--- src/rtl/alu_cmd_issuer.sv ---
// rtl/alu_cmd_issuer.sv - single-outstanding command issuer for the 4-bit ALU
//
// Accepts one command (a, b, c, sel) over a valid/ready handshake, drives the
// ALU operand/sel inputs, waits out the ALU register latency, captures the
// result and returns it on a valid/ready response channel.
//
// Optional feature macro: DIV0_GUARD_EN
//   When defined, div/mod commands with cmd_b == 0 bypass the ALU and return
//   rsp_data = all ones with rsp_err = 1. When undefined, rsp_err stays 0.
//
// Ports:
//   clk, rst_n                 clock, asynchronous active-low reset
//   cmd_valid/cmd_ready        command handshake
//   cmd_a/cmd_b/cmd_c/cmd_sel  command operands and opcode
//   alu_a/alu_b/alu_c/alu_sel  registered drive to the ALU
//   alu_result                 result from the ALU
//   rsp_valid/rsp_ready        response handshake
//   rsp_data/rsp_err           captured result and divide-by-zero flag
//   done_cnt                   completed-response counter (wraps)
module alu_cmd_issuer #(
  parameter int DATA_W  = 4,
  parameter int RES_W   = 5,
  parameter int ALU_LAT = 1
) (
  input  logic              clk,
  input  logic              rst_n,
  input  logic              cmd_valid,
  output logic              cmd_ready,
  input  logic [DATA_W-1:0] cmd_a,
  input  logic [DATA_W-1:0] cmd_b,
  input  logic [DATA_W-1:0] cmd_c,
  input  logic [2:0]        cmd_sel,
  output logic [DATA_W-1:0] alu_a,
  output logic [DATA_W-1:0] alu_b,
  output logic [DATA_W-1:0] alu_c,
  output logic [2:0]        alu_sel,
  input  logic [RES_W-1:0]  alu_result,
  output logic              rsp_valid,
  input  logic              rsp_ready,
  output logic [RES_W-1:0]  rsp_data,
  output logic              rsp_err,
  output logic [7:0]        done_cnt
);

  localparam int CNT_W = (ALU_LAT < 1) ? 1 : $clog2(ALU_LAT + 1);

  typedef enum logic [1:0] {
    IDLE = 2'd0,
    WAIT = 2'd1,
    RESP = 2'd2
  } state_t;

  state_t           state;
  logic [CNT_W-1:0] wait_cnt;
  logic             div0;

  // Only div (011) and mod (100) with a zero divisor are short-circuited.
`ifdef DIV0_GUARD_EN
  assign div0 = ((cmd_sel == 3'b011) || (cmd_sel == 3'b100)) && (cmd_b == '0);
`else
  assign div0 = 1'b0;
`endif

  assign cmd_ready = (state == IDLE);

  always_ff @(posedge clk or negedge rst_n) begin
    if (!rst_n) begin
      state     <= IDLE;
      wait_cnt  <= '0;
      alu_a     <= '0;
      alu_b     <= '0;
      alu_c     <= '0;
      alu_sel   <= '0;
      rsp_valid <= 1'b0;
      rsp_data  <= '0;
      rsp_err   <= 1'b0;
      done_cnt  <= '0;
    end else begin
      case (state)
        IDLE: begin
          if (cmd_valid) begin
            rsp_err <= div0;
            if (div0) begin
              // Guarded command: ALU inputs left untouched, answer directly.
              rsp_data  <= {RES_W{1'b1}};
              rsp_valid <= 1'b1;
              state     <= RESP;
            end else begin
              alu_a    <= cmd_a;
              alu_b    <= cmd_b;
              alu_c    <= cmd_c;
              alu_sel  <= cmd_sel;
              wait_cnt <= CNT_W'(ALU_LAT);
              state    <= WAIT;
            end
          end
        end
        WAIT: begin
          // Counter reaches zero one edge after the ALU output has settled,
          // so capture lands ALU_LAT+1 edges after the accept edge.
          if (wait_cnt == '0) begin
            rsp_data  <= alu_result;
            rsp_valid <= 1'b1;
            state     <= RESP;
          end else begin
            wait_cnt <= wait_cnt - 1'b1;
          end
        end
        RESP: begin
          if (rsp_ready) begin
            rsp_valid <= 1'b0;
            done_cnt  <= done_cnt + 8'd1;
            state     <= IDLE;
          end
        end
        default: begin
          state     <= IDLE;
          rsp_valid <= 1'b0;
        end
      endcase
    end
  end

endmodule

--- config.mk ---
export PLATFORM = sky130hd
export DESIGN_NAME = alu_cmd_issuer
export DESIGN_NICKNAME = d
export VERILOG_FILES = /design/src/rtl/alu_cmd_issuer.sv
export SDC_FILE = /design/constraint.sdc
export NUM_CORES = 1
export LEC_CHECK = 0
export BUFFER_PORTS_ARGS = -buffer_cell sky130_fd_sc_hd__buf_2
export CAP_MARGIN = 10
export CELL_PAD_IN_SITES_DETAIL_PLACEMENT = 1
export CELL_PAD_IN_SITES_GLOBAL_PLACEMENT = 2
export CORE_MARGIN = 3
export CORE_UTILIZATION = 28
export CTS_BUF_LIST = sky130_fd_sc_hd__clkbuf_8
export CTS_CLUSTER_SIZE = 24
export DETAILED_ROUTE_END_ITERATION = 8
export PLACE_DENSITY_LB_ADDON = 0.1
export SLEW_MARGIN = 20
export SYNTH_ARGS = -nofsm -noshare
export SYNTH_HDL_FRONTEND = slang
export SYNTH_SLANG_ARGS = --single-unit
export TNS_END_PERCENT = 50
--- constraint.sdc ---
create_clock -name clk -period 1.4 [get_ports clk]
set_clock_uncertainty 0.05 [all_clocks]
set_input_delay 0.07 -clock clk [delete_from_list [all_inputs] [get_ports clk]]
set_output_delay 0.07 -clock clk [all_outputs]
set_load 0.02 [all_outputs]
==> impl_metrics.csv, run 1 <==
group,metric,value,unit
synth,synth_seq_cells,32,
cts,cts-buffers-inserted,5,
synth,synth_top_family_by_area,"multiplexers",
cells_and_area,nNetsFinal,201,
route,drt_wl_total,3.07,mm
synth,ys_seq_area_share,61.0,%
power,finalPower,4.27,mW
sta,fin_hold_ws,0.0389,ns
global_route,grt_use_met2,19.0,%
synth,syn_area,1310,µm²
cts,clkTransAtPathRegs,0.06,ns
synth,synth_warnings,0,
sta,setup_viol,0,
cts,ctsRootBufferMaster,"clkbuf_8",
cells_and_area,nFillCells,493,
cells_and_area,regArea,803,µm²
cells_and_area,final_cell_mix,"buf_2, dfrtp_1, dlygate4sd3_1",
synth,synth_mux_area_share,18.8,%
die,die_area,5550,µm²
cells_and_area,multi_input_area,470,µm²
global_route,grt_pass1_vias,1057,
power,power_density,2150,nW/µm²
die,start_util,29.6,%
global_route,overflow,0,
synth,synth_cell_types,24,
power,vdd_ir_drop_max,0.883,mV
cts,cts_max_path_buffers,2,
cts,clkLatencyLatePin,0.28,ns
route,route.vias.total,1009,
flow_run,maxCapViolCount,0,
route,drtIter0Drc,32,
global_route,antenna_found_initial,0,
synth,synth_xor_area_share,4.67,%
sta,maxSlewViolCount,0,
die,ios,55,
sta,tns,0,ns
cells_and_area,area_delta_synth_final,51.2,%
power,p_leak,0.981,nW
global_route,busiest_layer,"met2",
critical_path,cp_data_required_time,1.51,ns
synth,yosys-top-cells-area,"dfrtp_1, mux2_2, xor2_1, buf_6, nor2_1",
die,dieWidth,74.5,µm
synth,yosysTopAreaCell,"dfrtp_1",
synth,netlist_instances,94,
die,die_y,74.5,µm
synth,synth_compound_area_share,2.10,%
placed_design,post-place-ws,-0.0465,ns
placed_design,placement.io_buffers,53,
sta,timing.fmax,0.737,GHz
synth,synth-adder-area-share,0.952,%
cells_and_area,diodes,0,
global_route,grt_max_degree,33,
global_route,met3_usage,3.78,%
sta,finalHoldViolations,0,
cts,clock-sinks,32,
critical_path,path_class,"register to register",
critical_path,cp-end-kind,"register",
global_route,grt.total_usage,11.7,%
sta,setup_ws,0.0427,ns
route,drc,0,
global_route,gr-usage-met1,14.2,%
cts,cts_tree,"done",
die,coreArea,4440,µm²
critical_path,cp.arrival,1.47,ns
hold_path,hold_path.class,"primary input to register",
sta,rsz0062_at_grt,"yes",
cts,cts-htree-levels,2,
route,avgRoutedWirePerCell,13.4,µm
die,num_rows,24,
critical_path,critPathLaunchType,"register",
route,ant_nets,0,
synth,syn_avg_cell_area,14.0,µm²
placed_design,placed_area,1650,µm²
synth,yosys.area.top_type_share,61.0,%
synth,synth_nets,119,
outcome,status,"finished clean",
route,dr.pass1.iters,4,
sta,fin_crit,1.36,ns
critical_path,cp_max_fo,15,
placed_design,gp_congestion,0.700,
cells_and_area,layout_commonest_cell,"buf_2",
placed_design,hpwl,2.09,mm
synth,synth-simple-area-share,8.19,%
cells_and_area,layout-drive-gt1-share,52.5,%
cells_and_area,stdcell_area,1990,µm²
route,via_per_inst,4.41,
global_route,grt_pass1_wl,4.86,mm
sta,finalCritPeriodShare,96.9,%
## timing repair
item / CTS / global route
endpoints found under the hold margin: 52 / 0
cloned: 0 / 0
setup buffers: 0 / 1
gates resized for setup: 3 / 2
pin swaps: 0 / 1
setup endpoints to repair: 7 / 17
hold buffers: 21 / 0
## cell type report
type | instances | area share (%)
repair buffers | 80 | 26.8
flip-flops and latches | 32 | 40.4
multi-input cells | 55 | 23.7
clock inverters | 3 | 1.95
inverters | 2 | 0.378
well taps | 52 | 3.27
clock buffers | 5 | 3.46
## state kept, by name, indices dropped and copies added (netlist names)
name and cells:
rsp_valid 1, alu_c 4, wait_cnt 1, alu_sel 3, alu_b 4, done_cnt 8
state 2, alu_a 4, rsp_data 5
## metrics by stage
stage / utilization, % / instances
after floorplan: - / 94
after global placement: 37.1 / 199
after CTS: 44.4 / 228
final: 44.7 / 229
after detailed placement: 37.1 / 199
after global routing: 44.7 / 229
## cell families after synthesis
| logic type | Yosys count |
|---|---|
| adders and majority gates | 1 |
| muxes | 22 |
| xor gates and xnor gates | 7 |
| DFF | 32 |
| other | 1 |
| buffers and inverters | 7 |
| and+or+nand+nor | 19 |
| AOI/OAI and AO/OA | 5 |
## worst max-delay path: stages (launching register included)
cell,delay [ns]
dfrtp_2,0.45
nor3b_4,0.23
buf_12,0.17
mux2_2,0.34
## worst paths after layout
| check | startpoint | endpoint | slack (ns) | cells after the start |
|---|---|---|---|---|
| max in group asynchronous | rst_n | state[0] | 0.68 | 3 |
| worst max register to register | state[0] | alu_a[0] | 0.04 | 3 |
| min in group asynchronous | rst_n | done_cnt[5] | 0.29 | 3 |
| worst min register to register | done_cnt[7] | done_cnt[7] | 0.42 | 1 |
| worst min-delay path | cmd_valid | state[0] | 0.04 | 3 |
| worst max-delay path | state[0] | alu_a[0] | 0.04 | 3 |
## per-layer routing
metal	up-vias	part of all wire, %
met3	7	7.2
li1	479	-
met1	483	44
met4	0	1.7
met5	-	0
met2	40	47
## synth_stat cells
cell type,number
a21o_1,1
a21oi_1,3
and3_1,1
buf_2,1
buf_4,1
buf_6,3
conb_1,1
dfrtp_1,32
ha_1,1
inv_1,1
inv_2,1
mux2_1,1
mux2_2,20
mux2i_1,1
nand2_1,5
nand3b_1,1
nand4_1,1
nand4b_1,2
nor2_1,6
nor3_1,2
nor3b_4,1
o21ai_0,1
xnor2_1,2
xor2_1,5
## where the power goes
group	internal, mW	leakage [nW]	switching (mW)	total, mW
Combinational	0.830	0.535	0.969	1.80
Sequential	1.34	0.386	0.277	1.62
Clock	0.520	0.0593	0.333	0.854
No activity file was read; power rests on OpenSTA's default activity.
==> inputs of run 2 (changes only) <==
--- a/config.mk
+++ b/config.mk
@@ -5,7 +5,7 @@
 export SDC_FILE = /design/constraint.sdc
 export NUM_CORES = 1
 export LEC_CHECK = 0
-export BUFFER_PORTS_ARGS = -buffer_cell sky130_fd_sc_hd__buf_2
+export BUFFER_PORTS_ARGS = -buffer_cell sky130_fd_sc_hd__buf_4
 export CAP_MARGIN = 10
 export CELL_PAD_IN_SITES_DETAIL_PLACEMENT = 1
 export CELL_PAD_IN_SITES_GLOBAL_PLACEMENT = 2
==> run 2 against run 1 <==
Against the previous run:
- global-route usage up 0.16 points
- sequential power about the same
- critical endpoint is now alu_c[3]
- wire length up 3.4%
- utilization up 2.0 points
- maximum frequency down 0.12%
- combinational power up 13%
- total power up 0.63%
- sequential share of layout area down 1.7 points
- sequential cell count unchanged
- first-iteration DRC count up 47%
- critical path depth unchanged
- clock power down 25%
==> impl_metrics.csv, run 2 (synthesized netlist as in run 1, its figures left out) <==
group,metric,value,unit
outcome,status,"finished clean",
die,start_util,29.6,%
global_route,grt_max_degree,33,
power,power_density,2070,nW/µm²
die,coreArea,4440,µm²
cells_and_area,layout-drive-gt1-share,51.7,%
global_route,grt_pass1_vias,1025,
critical_path,path_class,"register to register",
flow_run,maxCapViolCount,0,
cells_and_area,layout_commonest_cell,"buf_4",
sta,setup_ws,0.0410,ns
sta,maxSlewViolCount,0,
global_route,antenna_found_initial,0,
route,drt_wl_total,3.18,mm
route,drtIter0Drc,47,
hold_path,hold_path.class,"primary input to register",
sta,tns,0,ns
global_route,grt_pass1_wl,4.89,mm
critical_path,cp.arrival,1.47,ns
sta,setup_viol,0,
cts,cts-htree-levels,2,
die,die_y,74.5,µm
die,die_area,5550,µm²
cts,clkTransAtPathRegs,0.06,ns
route,ant_nets,0,
power,p_leak,0.997,nW
critical_path,r2r_slack,0.04,ns
placed_design,placement.io_buffers,53,
sta,finalHoldViolations,0,
critical_path,cp_data_required_time,1.51,ns
cells_and_area,largest_reg_flops,8,
route,avgRoutedWirePerCell,14.1,µm
route,dr.pass1.iters,4,
cts,cts-buffers-inserted,5,
placed_design,post-place-ws,-0.0337,ns
die,dieWidth,74.5,µm
cts,cts_tree,"done",
die,ios,55,
placed_design,gp_congestion,0.680,
cells_and_area,nNetsFinal,199,
power,vdd_ir_drop_max,0.775,mV
route,drc,0,
critical_path,cp_max_fo,15,
critical_path,crit_family,"flip-flops",
cts,clock-sinks,32,
cells_and_area,diodes,0,
cts,ctsRootBufferMaster,"clkbuf_8",
cells_and_area,area_delta_synth_final,57.9,%
route,via_per_inst,4.39,
cells_and_area,top_regs,"done_cnt: 8 flops, rsp_data: 5 flops",
die,num_rows,24,
critical_path,slowest_stage,"dfrtp_2",
sta,rsz0062_at_grt,"yes",
sta,timing.fmax,0.736,GHz
cells_and_area,post-route-util,46.7,%
critical_path,slowest_delay,0.45,ns
cells_and_area,largest_register,"done_cnt",
sta,fin_crit,1.36,ns
critical_path,critPathLaunchType,"register",
cells_and_area,stdcell_area,2070,µm²
route,route.vias.total,993,
critical_path,path_cells,"nor3b_4 > buf_12 > mux2_2",
critical_path,worstPathBufferInverterCount,1,
critical_path,cp-end-kind,"register",
cells_and_area,nFillCells,471,
global_route,grt.total_usage,11.9,%
sta,finalCritPeriodShare,97.1,%
placed_design,hpwl,2.15,mm
placed_design,placed_area,1770,µm²
global_route,overflow,0,
cts,cts_max_path_buffers,2,
cells_and_area,final_cell_mix,"buf_4, dfrtp_1, dlygate4sd3_1",
cts,clkLatencyLatePin,0.27,ns
## run 2: changes by cell type in the layout (fill, tap and decap cells not counted), sizes merged
cell    previous run  this run
buf               59        57
bufinv             1         0
## run 2: worst register-to-register path: cells and delay by family, from the launching register on
kind / cells / cell delay [ns]
buffers and inverters: 1 / 0.17
muxes: 1 / 0.34
DFF: 1 / 0.45
and+or+nand+nor: 1 / 0.23
## run 2: cell type report
cell class	instances	area, µm²	area share [%]
Clock buffer	5	68.8	3.32
Clock inverter	2	8.76	0.422
Inverter	2	7.51	0.362
Multi-Input combinational cell	55	470	22.7
Sequential cell	32	803	38.7
Tap cell	52	65.1	3.14
Timing Repair Buffer	78	651	31.4
## run 2: metrics by stage
stage	power, mW	hold WS [ns]	instances
floorplan	2.79	-0.276	94
global placement	3.59	-0.0178	197
detailed placement	3.65	-0.00840	197
CTS	4.36	0.0153	226
global route	4.59	0.0331	226
finish	4.30	0.0240	226
## run 2: layer usage
metal | track usage [%] | share of wire [%] | wire length [µm] | vias to the layer above
li1 | - | - | - | 474
met2 | 19.1 | 48 | 1540 | 37
met3 | 4.46 | 7.0 | 224 | 4
met1 | 14.7 | 44 | 1390 | 478
met5 | 0 | 0 | 0 | -
met4 | 4.15 | 0.88 | 28 | 0
## run 2: final timing paths
path,startpoint,end,cells after the start
worst max-delay path,state[0],alu_c[3],3
worst min-delay path,cmd_valid,state[0],3
worst max register to register,state[0],alu_c[3],3
worst min register to register,done_cnt[7],done_cnt[7],1
max in group asynchronous,rst_n,state[0],2
min in group asynchronous,rst_n,alu_c[3],2
## run 2: power breakdown
part           switching (mW)  total (mW)  internal (mW)
sequential              0.284        1.62           1.34
clock                   0.307       0.637          0.330
combinational           0.990        2.04           1.05
## run 2: what timing repair did
item | in CTS | in global routing
pin swaps | 1 | 0
gates resized for setup | 3 | 2
endpoints found under the hold margin | 52 | 0
buffers inserted | 1 | 0
hold buffers | 21 | 0
setup endpoints to repair | 6 | 17
==> inputs of run 3 (changes only) <==
--- a/config.mk
+++ b/config.mk
@@ -15,6 +15,7 @@
 export CTS_CLUSTER_SIZE = 24
 export DETAILED_ROUTE_END_ITERATION = 8
 export PLACE_DENSITY_LB_ADDON = 0.1
+export REMOVE_ABC_BUFFERS = 1
 export SLEW_MARGIN = 20
 export SYNTH_ARGS = -nofsm -noshare
 export SYNTH_HDL_FRONTEND = slang
==> run 3 against run 2 <==
Against the previous run:
- sequential cell count stayed put
- hold slack worse by 0.016 ns
- die area stayed put
- global-route usage is 0.73 points higher
- clock power is 2% higher
- critical path depth stayed put
- highest routed layer unchanged
==> impl_metrics.csv, run 3 (synthesized netlist as in run 1, its figures left out) <==
group,metric,value,unit
die,coreArea,4440,µm²
global_route,grt_pass1_wl,5.17,mm
cells_and_area,largest_reg_flops,8,
cts,cts-buffers-inserted,5,
cts,ctsRootBufferMaster,"clkbuf_8",
die,start_util,29.6,%
sta,finalCritPeriodShare,99.6,%
critical_path,path_class,"register to register",
placed_design,placement.io_buffers,53,
die,die_area,5550,µm²
hold_path,hold_path.class,"primary input to register",
cells_and_area,nNetsFinal,200,
critical_path,cp.arrival,1.51,ns
global_route,antenna_found_initial,0,
cells_and_area,final_cell_mix,"buf_4, dfrtp_1, dlygate4sd3_1",
critical_path,r2r_slack,0.005,ns
outcome,status,"finished clean",
route,drtIter0Drc,30,
power,p_int,2.73,mW
power,net-switching-power,1.60,mW
die,ios,55,
critical_path,path_cells,"nor3b_4 > buf_12 > mux2_2",
global_route,grt.total_usage,12.6,%
cells_and_area,layout_commonest_cell,"buf_4",
power,sw_frac_of_total,36.9,%
route,route.met3.wl,240,µm
critical_path,slowest_delay,0.45,ns
sta,finalHoldViolations,0,
critical_path,rr_endpoint,"alu_sel[1]",
power,power_frac_comb,47.1,%
sta,tns,0,ns
cts,clkLatencyLatePin,0.28,ns
critical_path,crit_path_start,"state[1]",
route,maxUsedRoutingLayer,"met4",
die,die_y,74.5,µm
cells_and_area,area_delta_synth_final,57.9,%
power,finalPower,4.32,mW
global_route,grt_pass1_vias,1082,
critical_path,cp-end-kind,"register",
critical_path,crit_family,"flip-flops",
hold_path,min_from,"cmd_valid",
cells_and_area,largest_register,"done_cnt",
global_route,grt_max_degree,33,
cells_and_area,top_regs,"done_cnt: 8 flops, rsp_data: 5 flops",
cells_and_area,diodes,0,
sta,setup_viol,0,
sta,rsz0062_at_grt,"yes",
critical_path,cp.depth,3,
placed_design,hpwl,2.19,mm
flow_run,maxCapViolCount,0,
sta,fin_crit,1.40,ns
cells_and_area,nFillCells,469,
cts,cts-htree-levels,2,
critical_path,worstPathBufferInverterCount,1,
power,power_density,2080,nW/µm²
route,route.vias.total,1000,
cells_and_area,post-route-util,46.7,%
route,wl_met2,1.53,mm
critical_path,slowest_stage,"dfrtp_2",
sta,maxSlewViolCount,0,
critical_path,crit_end,"alu_sel[1]",
power,vdd_ir_drop_max,0.911,mV
global_route,overflow,0,
route,dr.pass1.iters,2,
cts,clkTransAtPathRegs,0.06,ns
power,p_seq_share,37.8,%
power,p_leak,1.00,nW
cts,cts_max_path_buffers,2,
cts,post_cts_buffers,0,
die,dieWidth,74.5,µm
route,wl_met1,1.31,mm
cts,cts_tree,"done",
critical_path,r2r_start,"state[1]",
power,clock_power_share,15.1,%
critical_path,cp_data_required_time,1.51,ns
die,num_rows,24,
cts,clock-sinks,32,
placed_design,post-place-ws,-0.0323,ns
sta,setup_ws,0.00495,ns
sta,timing.fmax,0.717,GHz
critical_path,worst_r2r_path_depth,3,
critical_path,cp_max_fo,15,
cells_and_area,stdcell_area,2070,µm²
critical_path,critPathLaunchType,"register",
placed_design,placed_area,1780,µm²
route,drc,0,
route,ant_nets,0,
cells_and_area,layout-drive-gt1-share,51.4,%
route,via_per_inst,4.41,
route,drt_wl_total,3.13,mm
placed_design,gp_congestion,0.726,
route,avgRoutedWirePerCell,13.8,µm
## run 3: how the worst min path moves through the flow
stage | end | slack [ns] | cells after the start
floorplan | alu_a[0] | -0.28 | 0
global placement | alu_a[3] | -0.02 | 1
detailed placement | alu_b[0] | -0.01 | 1
CTS | state[0] | 0.002 | 3
global route | state[0] | 0.01 | 3
finish | state[0] | 0.008 | 3
## run 3: power by group through the flow
stage                     clock, mW  sequential, mW  combinational (mW)
after floorplan                   0            2.08               0.621
after global placement            0            1.63                1.97
after detailed placement          0            1.65                2.02
after CTS                     0.678            1.64                2.07
after global routing          0.737            1.70                2.20
final                         0.652            1.64                2.04
## run 3: worst register-to-register path, delay by kind of cell, from the launching register on
kind | cells | cell delay (ns)
buf+inv | 1 | 0.18
simple gates | 1 | 0.25
flops | 1 | 0.45
mux | 1 | 0.35
## run 3: layer usage
metal  up-vias  GRT usage (%)
li1        480              -
met1       474           14.9
met2        39           20.3
met3         7           5.54
met4         0           4.74
met5         -              0
## run 3: stage by stage
stage                     hold WS, ns  std cells
after global placement        -0.0156        199
after global routing           0.0148        227
after detailed placement      -0.0119        199
after floorplan                -0.276         89
after CTS                     0.00160        227
final                         0.00798        227
## run 3: cell type report
cell class	instances	area, µm²	share of cell area [%]
Sequential cell	32	803	38.7
Timing Repair Buffer	79	658	31.7
Multi-Input combinational cell	55	463	22.3
Clock buffer	5	68.8	3.32
Tap cell	52	65.1	3.14
Clock inverter	2	8.76	0.422
Inverter	2	7.51	0.362
## run 3: timing repair
item	4_1_cts	5_1_grt
setup endpoints to repair	20	18
gates resized for setup	2	2
hold endpoints to repair	52	0
hold buffers	21	0
gates cloned	0	0
